File: src/rtl/ex_issue_stage_pkg.sv
// Shared CPU definitions for the ID/EX issue stage and the ALU.
//   alu_ctrl_e : ALU operation encoding, shared with the ALU.
//   fwd_sel_e  : operand source chosen by the forwarding selector.
package cpu_pkg;

  typedef enum logic [2:0] {
    ADD = 3'd0,
    SUB = 3'd1,
    AND = 3'd2,
    OR  = 3'd3,
    SLT = 3'd5
  } alu_ctrl_e;

  typedef enum logic [1:0] {
    FWD_REG,
    FWD_MEM,
    FWD_WB
  } fwd_sel_e;

endpackage

File: src/rtl/ex_issue_stage_if.sv
// Bus bundle around the ID/EX issue stage: decode-side handshake and
// instruction fields, flush, MEM/WB producer taps and the EX-side handshake.
//   master : decode/producer/downstream side (drives id_*, flush, mem_*, wb_*, ex_ready)
//   slave  : the issue stage itself
interface ex_issue_stage_if #(
  parameter int DATA_WIDTH     = 32,
  parameter int CTRL_WIDTH     = 3,
  parameter int REG_ADDR_WIDTH = 5
);
  logic                      id_valid;
  logic                      id_ready;
  logic [REG_ADDR_WIDTH-1:0] id_rs1;
  logic [REG_ADDR_WIDTH-1:0] id_rs2;
  logic [DATA_WIDTH-1:0]     id_rs1_data;
  logic [DATA_WIDTH-1:0]     id_rs2_data;
  logic [DATA_WIDTH-1:0]     id_imm;
  logic                      id_use_imm;
  logic [CTRL_WIDTH-1:0]     id_alu_ctrl;
  logic [REG_ADDR_WIDTH-1:0] id_rd;
  logic                      id_reg_write;
  logic                      id_is_load;
  logic                      flush;
  logic [REG_ADDR_WIDTH-1:0] mem_rd;
  logic [REG_ADDR_WIDTH-1:0] wb_rd;
  logic                      mem_reg_write;
  logic                      wb_reg_write;
  logic                      mem_is_load;
  logic [DATA_WIDTH-1:0]     mem_result;
  logic [DATA_WIDTH-1:0]     wb_result;
  logic                      ex_valid;
  logic                      ex_ready;
  logic [DATA_WIDTH-1:0]     ex_op1;
  logic [DATA_WIDTH-1:0]     ex_op2;
  logic [CTRL_WIDTH-1:0]     ex_alu_ctrl;
  logic [DATA_WIDTH-1:0]     ex_store_data;
  logic [REG_ADDR_WIDTH-1:0] ex_rd;
  logic                      ex_reg_write;
  logic                      ex_is_load;

  modport master (
    output id_valid, id_rs1, id_rs2, id_rs1_data, id_rs2_data, id_imm, id_use_imm,
           id_alu_ctrl, id_rd, id_reg_write, id_is_load, flush,
           mem_rd, wb_rd, mem_reg_write, wb_reg_write, mem_is_load, mem_result, wb_result,
           ex_ready,
    input  id_ready, ex_valid, ex_op1, ex_op2, ex_alu_ctrl, ex_store_data,
           ex_rd, ex_reg_write, ex_is_load
  );

  modport slave (
    input  id_valid, id_rs1, id_rs2, id_rs1_data, id_rs2_data, id_imm, id_use_imm,
           id_alu_ctrl, id_rd, id_reg_write, id_is_load, flush,
           mem_rd, wb_rd, mem_reg_write, wb_reg_write, mem_is_load, mem_result, wb_result,
           ex_ready,
    output id_ready, ex_valid, ex_op1, ex_op2, ex_alu_ctrl, ex_store_data,
           ex_rd, ex_reg_write, ex_is_load
  );
endinterface

File: src/rtl/ex_issue_stage_fwd_sel.sv
// Combinational operand forwarding selector.
//   rs, stored        : source index and the value currently held for it
//   mem_*, wb_*       : producer taps from the MEM and WB stages
//   value             : forwarded operand (x0 always reads as zero)
//   pending           : MEM producer is a load whose data is not yet available
module fwd_sel
  import cpu_pkg::*;
#(
  parameter int DATA_WIDTH     = 32,
  parameter int REG_ADDR_WIDTH = 5
) (
  input  logic [REG_ADDR_WIDTH-1:0] rs,
  input  logic [DATA_WIDTH-1:0]     stored,
  input  logic [REG_ADDR_WIDTH-1:0] mem_rd,
  input  logic                      mem_reg_write,
  input  logic                      mem_is_load,
  input  logic [DATA_WIDTH-1:0]     mem_result,
  input  logic [REG_ADDR_WIDTH-1:0] wb_rd,
  input  logic                      wb_reg_write,
  input  logic [DATA_WIDTH-1:0]     wb_result,
  output logic [DATA_WIDTH-1:0]     value,
  output logic                      pending
);
  fwd_sel_e sel;
  logic     mem_hit;
  logic     wb_hit;

  always_comb begin
    mem_hit = mem_reg_write && (mem_rd == rs) && (rs != '0);
    wb_hit  = wb_reg_write  && (wb_rd  == rs) && (rs != '0);
    pending = mem_hit && mem_is_load;
    // A load in MEM has no data yet, so it falls through to WB/stored.
    sel = FWD_REG;
    if (mem_hit && !mem_is_load) sel = FWD_MEM;
    else if (wb_hit)             sel = FWD_WB;
    case (sel)
      FWD_MEM: value = mem_result;
      FWD_WB:  value = wb_result;
      default: value = stored;
    endcase
    if (rs == '0) value = '0;
  end
endmodule

File: src/rtl/ex_issue_stage.sv
// ID/EX issue stage: holds one decoded instruction, forwards MEM/WB results
// into its operands and presents them to the ALU under valid/ready.
//   clk, rst_n : clock, asynchronous active-low reset
//   bus        : decode handshake, flush, producer taps, EX handshake/operands
module ex_issue_stage
  import cpu_pkg::*;
#(
  parameter int DATA_WIDTH     = 32,
  parameter int CTRL_WIDTH     = 3,
  parameter int REG_ADDR_WIDTH = 5
) (
  input  logic             clk,
  input  logic             rst_n,
  ex_issue_stage_if.slave  bus
);
  logic                      hold_valid;
  logic [REG_ADDR_WIDTH-1:0] h_rs1, h_rs2, h_rd;
  logic [DATA_WIDTH-1:0]     h_v1, h_v2, h_imm;
  logic                      h_use_imm, h_reg_write, h_is_load;
  logic [CTRL_WIDTH-1:0]     h_ctrl;

  logic [DATA_WIDTH-1:0]     fwd1, fwd2, cap1, cap2;
  logic                      pend1, pend2;
  logic                      unused_cap_pend1, unused_cap_pend2;
  logic                      fire, capture;

  fwd_sel #(.DATA_WIDTH(DATA_WIDTH), .REG_ADDR_WIDTH(REG_ADDR_WIDTH)) u_fwd_rs1 (
    .rs(h_rs1), .stored(h_v1),
    .mem_rd(bus.mem_rd), .mem_reg_write(bus.mem_reg_write), .mem_is_load(bus.mem_is_load),
    .mem_result(bus.mem_result), .wb_rd(bus.wb_rd), .wb_reg_write(bus.wb_reg_write),
    .wb_result(bus.wb_result), .value(fwd1), .pending(pend1));

  fwd_sel #(.DATA_WIDTH(DATA_WIDTH), .REG_ADDR_WIDTH(REG_ADDR_WIDTH)) u_fwd_rs2 (
    .rs(h_rs2), .stored(h_v2),
    .mem_rd(bus.mem_rd), .mem_reg_write(bus.mem_reg_write), .mem_is_load(bus.mem_is_load),
    .mem_result(bus.mem_result), .wb_rd(bus.wb_rd), .wb_reg_write(bus.wb_reg_write),
    .wb_result(bus.wb_result), .value(fwd2), .pending(pend2));

  // Capture-time forwarding of register-file data; pending is not used here
  // because the hold/refresh path resolves it once the instruction is held.
  fwd_sel #(.DATA_WIDTH(DATA_WIDTH), .REG_ADDR_WIDTH(REG_ADDR_WIDTH)) u_cap_rs1 (
    .rs(bus.id_rs1), .stored(bus.id_rs1_data),
    .mem_rd(bus.mem_rd), .mem_reg_write(bus.mem_reg_write), .mem_is_load(bus.mem_is_load),
    .mem_result(bus.mem_result), .wb_rd(bus.wb_rd), .wb_reg_write(bus.wb_reg_write),
    .wb_result(bus.wb_result), .value(cap1), .pending(unused_cap_pend1));

  fwd_sel #(.DATA_WIDTH(DATA_WIDTH), .REG_ADDR_WIDTH(REG_ADDR_WIDTH)) u_cap_rs2 (
    .rs(bus.id_rs2), .stored(bus.id_rs2_data),
    .mem_rd(bus.mem_rd), .mem_reg_write(bus.mem_reg_write), .mem_is_load(bus.mem_is_load),
    .mem_result(bus.mem_result), .wb_rd(bus.wb_rd), .wb_reg_write(bus.wb_reg_write),
    .wb_result(bus.wb_result), .value(cap2), .pending(unused_cap_pend2));

  // Any pending rs2 blocks issue, whether it feeds op2 or store data.
  assign bus.ex_valid      = hold_valid && !pend1 && !pend2;
  assign fire              = bus.ex_valid && bus.ex_ready;
  assign bus.id_ready      = !hold_valid || fire;
  assign capture           = bus.id_valid && bus.id_ready && !bus.flush;

  assign bus.ex_op1        = fwd1;
  assign bus.ex_op2        = h_use_imm ? h_imm : fwd2;
  assign bus.ex_store_data = fwd2;
  assign bus.ex_alu_ctrl   = h_ctrl;
  assign bus.ex_rd         = h_rd;
  assign bus.ex_reg_write  = h_reg_write;
  assign bus.ex_is_load    = h_is_load;

  always_ff @(posedge clk or negedge rst_n) begin
    if (!rst_n) begin
      hold_valid  <= 1'b0;
      h_rs1       <= '0;
      h_rs2       <= '0;
      h_v1        <= '0;
      h_v2        <= '0;
      h_imm       <= '0;
      h_use_imm   <= 1'b0;
      h_ctrl      <= '0;
      h_rd        <= '0;
      h_reg_write <= 1'b0;
      h_is_load   <= 1'b0;
    end else if (bus.flush) begin
      hold_valid <= 1'b0;
    end else if (capture) begin
      hold_valid  <= 1'b1;
      h_rs1       <= bus.id_rs1;
      h_rs2       <= bus.id_rs2;
      h_v1        <= cap1;
      h_v2        <= cap2;
      h_imm       <= bus.id_imm;
      h_use_imm   <= bus.id_use_imm;
      h_ctrl      <= bus.id_alu_ctrl;
      h_rd        <= bus.id_rd;
      h_reg_write <= bus.id_reg_write;
      h_is_load   <= bus.id_is_load;
    end else if (fire) begin
      hold_valid <= 1'b0;
    end else if (hold_valid) begin
      // Waiting: absorb producers retiring now so their values are not lost.
      h_v1 <= fwd1;
      h_v2 <= fwd2;
    end
  end
endmodule

File: src/flat_wrapper.sv
// flat-port wrapper written by rule: the top's interface ports become plain ports
module ex_issue_stage_flat import cpu_pkg::*;
#(
  parameter int DATA_WIDTH     = 32,
  parameter int CTRL_WIDTH     = 3,
  parameter int REG_ADDR_WIDTH = 5
)
  (clk, rst_n, bus_id_valid, bus_id_rs1, bus_id_rs2, bus_id_rs1_data, bus_id_rs2_data, bus_id_imm, bus_id_use_imm, bus_id_alu_ctrl, bus_id_rd, bus_id_reg_write, bus_id_is_load, bus_flush, bus_mem_rd, bus_wb_rd, bus_mem_reg_write, bus_wb_reg_write, bus_mem_is_load, bus_mem_result, bus_wb_result, bus_ex_ready, bus_id_ready, bus_ex_valid, bus_ex_op1, bus_ex_op2, bus_ex_alu_ctrl, bus_ex_store_data, bus_ex_rd, bus_ex_reg_write, bus_ex_is_load);
  ex_issue_stage_if #(.DATA_WIDTH(DATA_WIDTH), .CTRL_WIDTH(CTRL_WIDTH), .REG_ADDR_WIDTH(REG_ADDR_WIDTH)) bus_i ();
  input  logic clk;
  input  logic rst_n;
  input wire logic [$bits(bus_i.id_valid)-1:0] bus_id_valid;
  input wire logic [$bits(bus_i.id_rs1)-1:0] bus_id_rs1;
  input wire logic [$bits(bus_i.id_rs2)-1:0] bus_id_rs2;
  input wire logic [$bits(bus_i.id_rs1_data)-1:0] bus_id_rs1_data;
  input wire logic [$bits(bus_i.id_rs2_data)-1:0] bus_id_rs2_data;
  input wire logic [$bits(bus_i.id_imm)-1:0] bus_id_imm;
  input wire logic [$bits(bus_i.id_use_imm)-1:0] bus_id_use_imm;
  input wire logic [$bits(bus_i.id_alu_ctrl)-1:0] bus_id_alu_ctrl;
  input wire logic [$bits(bus_i.id_rd)-1:0] bus_id_rd;
  input wire logic [$bits(bus_i.id_reg_write)-1:0] bus_id_reg_write;
  input wire logic [$bits(bus_i.id_is_load)-1:0] bus_id_is_load;
  input wire logic [$bits(bus_i.flush)-1:0] bus_flush;
  input wire logic [$bits(bus_i.mem_rd)-1:0] bus_mem_rd;
  input wire logic [$bits(bus_i.wb_rd)-1:0] bus_wb_rd;
  input wire logic [$bits(bus_i.mem_reg_write)-1:0] bus_mem_reg_write;
  input wire logic [$bits(bus_i.wb_reg_write)-1:0] bus_wb_reg_write;
  input wire logic [$bits(bus_i.mem_is_load)-1:0] bus_mem_is_load;
  input wire logic [$bits(bus_i.mem_result)-1:0] bus_mem_result;
  input wire logic [$bits(bus_i.wb_result)-1:0] bus_wb_result;
  input wire logic [$bits(bus_i.ex_ready)-1:0] bus_ex_ready;
  output wire logic [$bits(bus_i.id_ready)-1:0] bus_id_ready;
  output wire logic [$bits(bus_i.ex_valid)-1:0] bus_ex_valid;
  output wire logic [$bits(bus_i.ex_op1)-1:0] bus_ex_op1;
  output wire logic [$bits(bus_i.ex_op2)-1:0] bus_ex_op2;
  output wire logic [$bits(bus_i.ex_alu_ctrl)-1:0] bus_ex_alu_ctrl;
  output wire logic [$bits(bus_i.ex_store_data)-1:0] bus_ex_store_data;
  output wire logic [$bits(bus_i.ex_rd)-1:0] bus_ex_rd;
  output wire logic [$bits(bus_i.ex_reg_write)-1:0] bus_ex_reg_write;
  output wire logic [$bits(bus_i.ex_is_load)-1:0] bus_ex_is_load;
  assign bus_i.id_valid = bus_id_valid;
  assign bus_i.id_rs1 = bus_id_rs1;
  assign bus_i.id_rs2 = bus_id_rs2;
  assign bus_i.id_rs1_data = bus_id_rs1_data;
  assign bus_i.id_rs2_data = bus_id_rs2_data;
  assign bus_i.id_imm = bus_id_imm;
  assign bus_i.id_use_imm = bus_id_use_imm;
  assign bus_i.id_alu_ctrl = bus_id_alu_ctrl;
  assign bus_i.id_rd = bus_id_rd;
  assign bus_i.id_reg_write = bus_id_reg_write;
  assign bus_i.id_is_load = bus_id_is_load;
  assign bus_i.flush = bus_flush;
  assign bus_i.mem_rd = bus_mem_rd;
  assign bus_i.wb_rd = bus_wb_rd;
  assign bus_i.mem_reg_write = bus_mem_reg_write;
  assign bus_i.wb_reg_write = bus_wb_reg_write;
  assign bus_i.mem_is_load = bus_mem_is_load;
  assign bus_i.mem_result = bus_mem_result;
  assign bus_i.wb_result = bus_wb_result;
  assign bus_i.ex_ready = bus_ex_ready;
  assign bus_id_ready = bus_i.id_ready;
  assign bus_ex_valid = bus_i.ex_valid;
  assign bus_ex_op1 = bus_i.ex_op1;
  assign bus_ex_op2 = bus_i.ex_op2;
  assign bus_ex_alu_ctrl = bus_i.ex_alu_ctrl;
  assign bus_ex_store_data = bus_i.ex_store_data;
  assign bus_ex_rd = bus_i.ex_rd;
  assign bus_ex_reg_write = bus_i.ex_reg_write;
  assign bus_ex_is_load = bus_i.ex_is_load;
  ex_issue_stage #(.DATA_WIDTH(DATA_WIDTH), .CTRL_WIDTH(CTRL_WIDTH), .REG_ADDR_WIDTH(REG_ADDR_WIDTH)) u_core (.clk(clk), .rst_n(rst_n), .bus(bus_i));
endmodule
File: config.mk
export PLATFORM = sky130hd
export DESIGN_NAME = ex_issue_stage_flat
export DESIGN_NICKNAME = d
export VERILOG_FILES = /design/src/rtl/ex_issue_stage_pkg.sv /design/src/rtl/ex_issue_stage_if.sv /design/src/rtl/ex_issue_stage_fwd_sel.sv /design/src/rtl/ex_issue_stage.sv /design/src/flat_wrapper.sv
export SDC_FILE = /design/constraint.sdc
export NUM_CORES = 1
export LEC_CHECK = 0
export ABC_AREA = 0
export CORE_ASPECT_RATIO = 0.9
export CORE_UTILIZATION = 44
export DETAILED_ROUTE_END_ITERATION = 10
export GPL_ROUTABILITY_DRIVEN = 0
export GPL_TIMING_DRIVEN = 0
export HOLD_SLACK_MARGIN = 0.05
export PLACE_DENSITY = 0.78
export SYNTH_ARGS = -nofsm -noshare
export SYNTH_HDL_FRONTEND = slang
export SYNTH_HIERARCHICAL = 1
export SYNTH_SLANG_ARGS = --single-unit
export TNS_END_PERCENT = 10
File: constraint.sdc
create_clock -name clk -period 3.1 [get_ports clk]
set_clock_uncertainty 0.2 [all_clocks]
set_input_delay 0.775 -clock clk [delete_from_list [all_inputs] [get_ports clk]]
set_output_delay 0.775 -clock clk [all_outputs]
set_load 0.01 [all_outputs]
==> summary.md, run 1 <==
| Metric | Value |
|---|---|
| Status | finished with violations |
| Failing checks | negative setup slack |
| Syn Area/Cell | 8.56 um2 |
| Global-route usage over all layers | 38.2% |
| Max clock buf depth | 2 |
| Area grow syn2layout | 55.1% |
| Least-Margin Pin Slew | 0.952 ns |
| Routed vias/inst | 6.65 |
| Final setup viols | 215 |
| R2R depth | 12 |
| Worst-path cell chain | or4_4, or2_0, buf_4, nor3b_4, or3b_4, clkbuf_8, clkbuf_16, nand2_4, buf_6 |
| Delay of the slowest critical-path stage | 0.58 ns |
| 1st-pass router iterations | 8 |
| Setup CP Type | reg2out |
| Startpoint class of the critical path | flip-flop |
| Layout cells sized above 1 | 31.4% |
| DR iter-0 viols | 1,832 |
| Switch Pwr | 2770 uW |
| H-tree depth | 4 |
| Row count | 52 |
| Final nets | 1,776 |
| Fin crit period | 3.86 ns |
| Gate power share | 46.7% |
| Grt total ovfl | 0 |
| DP Cell Count | 1,802 |
| TritonCTS clock tree | built |
| # clock sinks | 118 |
| Via count | 12,600 |
| CP Data Required Time | 2.12 ns |
| Setup ws final | -0.756 ns |
| Arrival @ worst endpoint | 2.88 ns |
| Max Slew Vio Count | 0 |
| Die X | 163 um |
| I/O pins | 307 |
| Post-Layout Cell Count | 1,887 |
| Max_cap viols | 0 |
| PwrDens | 504 mW/mm2 |
| Wire per inst | 24.8 um |
| Final Hold Fails | 0 |
| Syn nets | 1,397 |
| Hpwl dp | 31,700 um |
| Slowest-stage cell, CP | or4_4 |
| Hold Crit Class | in2async |
| Die area | 0.0239 mm2 |
| Clock latency on the worst-skew pair | 0.43 ns |
| Cell area after layout | 0.0159 mm2 |
| Final worst-path cycle share | 124% |
| Net Sw Frac | 34.6% |
| Hold Slack | 0.0911 ns |
| Static leakage | 0.00623 uW |
| Root buf cell | clkbuf_16 |
| Clock power share | 27.9% |
| Worst slew margin | 36.5% |
| Crit. End Element | output port |
| Pint | 5250 uW |
| # diodes | 0 |
| Pwr Total | 8020 uW |
| Ys Warns | 6 |
| Placed cell area | 0.0144 mm2 |
| CTS buffer count | 17 |
| Crit-path max FO | 5 |
| Drt drc | 0 |
| Seq pwr share | 25.4% |
| Clk slew on worst S/H paths | 0.06 ns |
| Total core area | 0.0227 mm2 |
| Fillers | 1,729 |
| First-pass GRT wire length | 69,900 um |
| Routed Wire Length | 46,700 um |
| Die height | 147 um |
| Post-synthesis cell area | 0.0103 mm2 |
| Initial antenna violation count | 0 |
| FMAX | 259 MHz |
| Initial Util | 45.2% |
| Mapped Cells | 1,198 |
| Largest net degree at the start of global routing | 70 |
| Post-place setup slack | -1.81 ns |
| Vias in the first global route | 12,200 |
| IO buf count | 306 |
| RSZ-0062 raised after global routing | yes |
| Final antenna-violating net count | 0 |
| Peak supply drop | 0.335 mV |
[sequential cells by signal, indices dropped and copies added, names as in the netlist]
signal / cells
u_core/h_rs2: 5
u_core/h_v2: 32
u_core/bus.ex_is_load: 1
u_core/h_imm: 32
u_core/h_v1: 32
u_core/hold_valid: 1
u_core/h_rs1: 5
u_core/bus.ex_rd: 5
u_core/h_use_imm: 1
u_core/bus.ex_alu_ctrl: 3
u_core/bus.ex_reg_write: 1
[placed cells by master (no fill, tap or decap), types with 55 or more instances in the layout]
cell,count
o21ai_0,104
inv_1,129
dfrtp_1,112
clkbuf_1,55
o31ai_1,121
buf_2,65
or3_1,118
clkdlybuf4s50_1,194
buf_6,78
nand3b_1,68
a31oi_1,72
[final cells by class]
type	instances	area, um2	share of cell area [%]
tap	297	372	2.34
buffer	138	962	6.05
sequential	118	2960	18.6
inverter	129	484	3.04
timing repair buffer	363	3460	21.7
clock inverter	12	201	1.27
clock buffer	20	447	2.81
multi-input combinational	810	7030	44.2
[per-stage QoR]
stage          setup TNS, ns  util, %
3_3_place_gp         -758.23     63.2
5_1_grt              -111.14     70.1
3_5_place_dp         -297.64     63.3
6_report             -102.18     70.1
4_1_cts               -80.69     69.2
2_1_floorplan          -2.33        -
[power by group through the flow]
stage	Sequential, uW	Clock (uW)	Combinational (uW)
final	2030	2240	3740
after global routing	2060	2320	3910
after CTS	2020	2250	3500
after detailed placement	2040	0	3380
after global placement	2030	0	3320
after floorplan	1990	0	1820
[final timing paths]
path | end | slack [ns] | from
min reg2reg | u_core/bus.ex_rd[2] | 0.31 | u_core/bus.ex_rd[2]
max | bus_id_ready | -0.76 | u_core/h_rs1[4]
max in group asynchronous | u_core/h_imm[15] | 1.85 | rst_n
min in group clk | u_core/bus.ex_rd[2] | 0.31 | u_core/bus.ex_rd[2]
max reg2reg | u_core/h_v1[16] | -0.50 | u_core/h_rs1[4]
min | u_core/h_rs1[3] | 0.09 | rst_n
[worst max-delay path: cells and delay by family (launching register included)]
family,cells,cell delay (ns)
flops,1,0.41
buf+inv,4,0.58
simple gates,5,1.47
[routing by layer]
layer  vias up  track usage, %  share of wire (%)
met4         0            18.4                5.3
met1      5862            49.7                 37
met5         -               0                  0
li1       5301               -                  -
met2      1131            56.9                 43
met3       260            12.2                 14
[timing repair]
item	CTS	global route
gates cloned	6	0
setup endpoints to repair	216	216
resized for setup	554	88
pin swaps	31	26
setup buffers	39	15
endpoints found under the hold margin	0	0
hold buffers	0	0
No activity file was read; power rests on OpenSTA's default activity.
==> run 2, diff against run 1 <==
CORE_MARGIN = 5   (was unset)
==> run 2 against run 1 <==
  * The flow still finishes with violations (negative setup slack)
  * Routed wire length increased by 1.1%
  * Worst hold slack got worse by 0.040 ns
  * First-iteration DRC count increased by 1.8%
==> summary.md, run 2 (synthesis gave the netlist of run 1 again) <==
| Metric | Value |
|---|---|
| Routed vias/inst | 6.59 |
| Clock latency on the worst-skew pair | 0.43 ns |
| Max clock buf depth | 2 |
| CTS buffer count | 17 |
| RSZ-0062 raised after global routing | yes |
| Via count | 12,400 |
| Most used cell, CP | buf_6 |
| Switch Pwr | 2770 uW |
| Final Hold Fails | 0 |
| Buf+Inv Stages, Crit Path | 5 |
| Delay of the slowest critical-path stage | 0.56 ns |
| Gate power share | 47.7% |
| # clock sinks | 118 |
| Peak supply drop | 0.437 mV |
| Fin crit period | 3.89 ns |
| Global-route usage over all layers | 33.9% |
| 1st-pass router iterations | 7 |
| Startpoint class of the critical path | flip-flop |
| Clock power share | 26.3% |
| Final setup viols | 215 |
| Critical path's top delay family | simple AND/OR/NAND/NOR gates |
| CP Data Required Time | 2.12 ns |
| Final antenna-violating net count | 0 |
| Cell area after layout | 0.0159 mm2 |
| Total core area | 0.0231 mm2 |
| Layout cells sized above 1 | 31.2% |
| TritonCTS clock tree | built |
| Most common cell after layout, fill and taps aside | clkdlybuf4s50_1 |
| FMAX | 257 MHz |
| Die X | 171 um |
| Area grow syn2layout | 55.1% |
| Clk slew on worst S/H paths | 0.06 ns |
| H-tree depth | 4 |
| Failing checks | negative setup slack |
| Biggest regs | u_core/h_imm (32), u_core/h_v1 (32), u_core/h_v2 (32) |
| Slowest-stage cell, CP | or4_4 |
| Hold Crit Class | in2async |
| Crit. End Element | output port |
| Placed cell area | 0.0144 mm2 |
| Setup ws final | -0.785 ns |
| Die height | 155 um |
| Row count | 53 |
| Seq pwr share | 26.0% |
| Most frequent cells in the layout | clkdlybuf4s50_1, inv_1, or3_1 |
| Grt total ovfl | 0 |
| Post-Layout Cell Count | 1,887 |
| Net Sw Frac | 35.5% |
| Setup CP Type | reg2out |
| Register area | 0.00296 mm2 |
| DP Cell Count | 1,807 |
| PwrDens | 490 mW/mm2 |
| DR iter-0 viols | 1,865 |
| Max Slew Vio Count | 0 |
| Die area | 0.0265 mm2 |
| Final nets | 1,772 |
| Static leakage | 0.00619 uW |
| First-pass GRT wire length | 70,400 um |
| Drt drc | 0 |
| Worst slew margin | 39.9% |
| Hold Slack | 0.0510 ns |
| Vias in the first global route | 12,400 |
| Wire per inst | 25.0 um |
| Routed Wire Length | 47,200 um |
| Area occupied by multi-input gates | 0.00705 mm2 |
| Fillers | 1,805 |
| Crit-path max FO | 6 |
| Pint | 5030 uW |
| Initial antenna violation count | 1 |
| Initial Util | 44.3% |
| Max_cap viols | 0 |
| Arrival @ worst endpoint | 2.91 ns |
| Hold-fix buffers, CTS | 0 |
| Layout Utilization | 68.8% |
| Final worst-path cycle share | 125% |
| Largest net degree at the start of global routing | 82 |
| Least-Margin Pin Slew | 0.901 ns |
| Status | finished with violations |
| Hpwl dp | 33,100 um |
| Root buf cell | clkbuf_16 |
| IO buf count | 306 |
| # diodes | 0 |
| Pwr Total | 7800 uW |
| Worst-path cell chain | or4_4, or2_1, buf_6, or3b_1, buf_6, buf_12, a31oi_4, buf_6, mux2_4, buf_6 |
| I/O pins | 307 |
==> run 2: cell types whose count changed in the layout (fill, tap and decap cells not counted), sizes merged <==
cell / before / now
o211ai: 5 / 4
clkbuf: 104 / 100
bufinv: 5 / 2
dlygate4sd2: 6 / 5
buf: 205 / 198
clkinvlp: 2 / 4
clkdlybuf4s15: 12 / 21
==> run 2: final timing paths <==
check,startpoint,end,slack [ns],depth (start not counted)
max in group asynchronous,rst_n,u_core/h_v2[3],1.86,2
min in group clk,u_core/h_imm[16],u_core/h_imm[16],0.31,1
hold reg to reg,u_core/h_imm[16],u_core/h_imm[16],0.31,1
hold / removal,rst_n,u_core/bus.ex_rd[4],0.05,1
setup / recovery,u_core/h_rs2[2],bus_ex_op2[5],-0.79,10
setup reg to reg,u_core/h_rs2[2],u_core/h_v1[15],-0.35,11
==> run 2: final cells by class <==
| cell class | count | share of cell area, % |
|---|---|---|
| plain buffers | 142 | 5.99 |
| clock buffers | 20 | 2.93 |
| clock inverters | 11 | 0.794 |
| inverters | 129 | 3.04 |
| multi-input cells | 809 | 44.3 |
| flip-flops and latches | 118 | 18.6 |
| well taps | 302 | 2.37 |
| repair buffers | 356 | 22.0 |
==> run 2: what timing repair did <==
action | CTS | global route
endpoints found under the setup margin | 216 | 215
setup buffers | 37 | 9
endpoints found under the hold margin | 0 | 0
gates resized for setup | 528 | 70
pin swaps | 24 | 18
cloned | 3 | 0
==> run 2: metal layers <==
| metal | vias up | global-route usage (%) | part of all wire [%] |
|---|---|---|---|
| li1 | 5299 | - | - |
| met1 | 5860 | 43.3 | 37 |
| met2 | 1078 | 53.7 | 45 |
| met3 | 201 | 10.5 | 14 |
| met4 | 2 | 13.4 | 4.4 |
| met5 | - | 0 | 0.028 |
==> run 2: worst reg2reg max path, cell delays in order, from the launching register on <==
cell,delay (ns)
dfrtp_2,0.41
or4_4,0.56
or2_1,0.24
buf_6,0.15
nor3b_1,0.15
or3b_4,0.39
buf_4,0.15
a211o_1,0.29
buf_6,0.17
buf_8,0.18
buf_6,0.16
o221a_2,0.27
==> run 2: metrics by stage <==
stage / setup TNS, ns / setup slack [ns]
global route: -95.50 / -0.825
detailed placement: -292.97 / -1.79
global placement: -760.75 / -4.04
floorplan: -2.33 / -0.0919
CTS: -83.87 / -0.791
finish: -85.38 / -0.785
==> run 2: power groups by stage <==
stage / Sequential, uW / Clock [uW] / Combinational [uW]
4_1_cts: 2010 / 2050 / 3530
6_report: 2030 / 2050 / 3720
5_1_grt: 2060 / 2130 / 3900
3_3_place_gp: 2030 / 0 / 3350
2_1_floorplan: 1990 / 0 / 1820
3_5_place_dp: 2040 / 0 / 3400
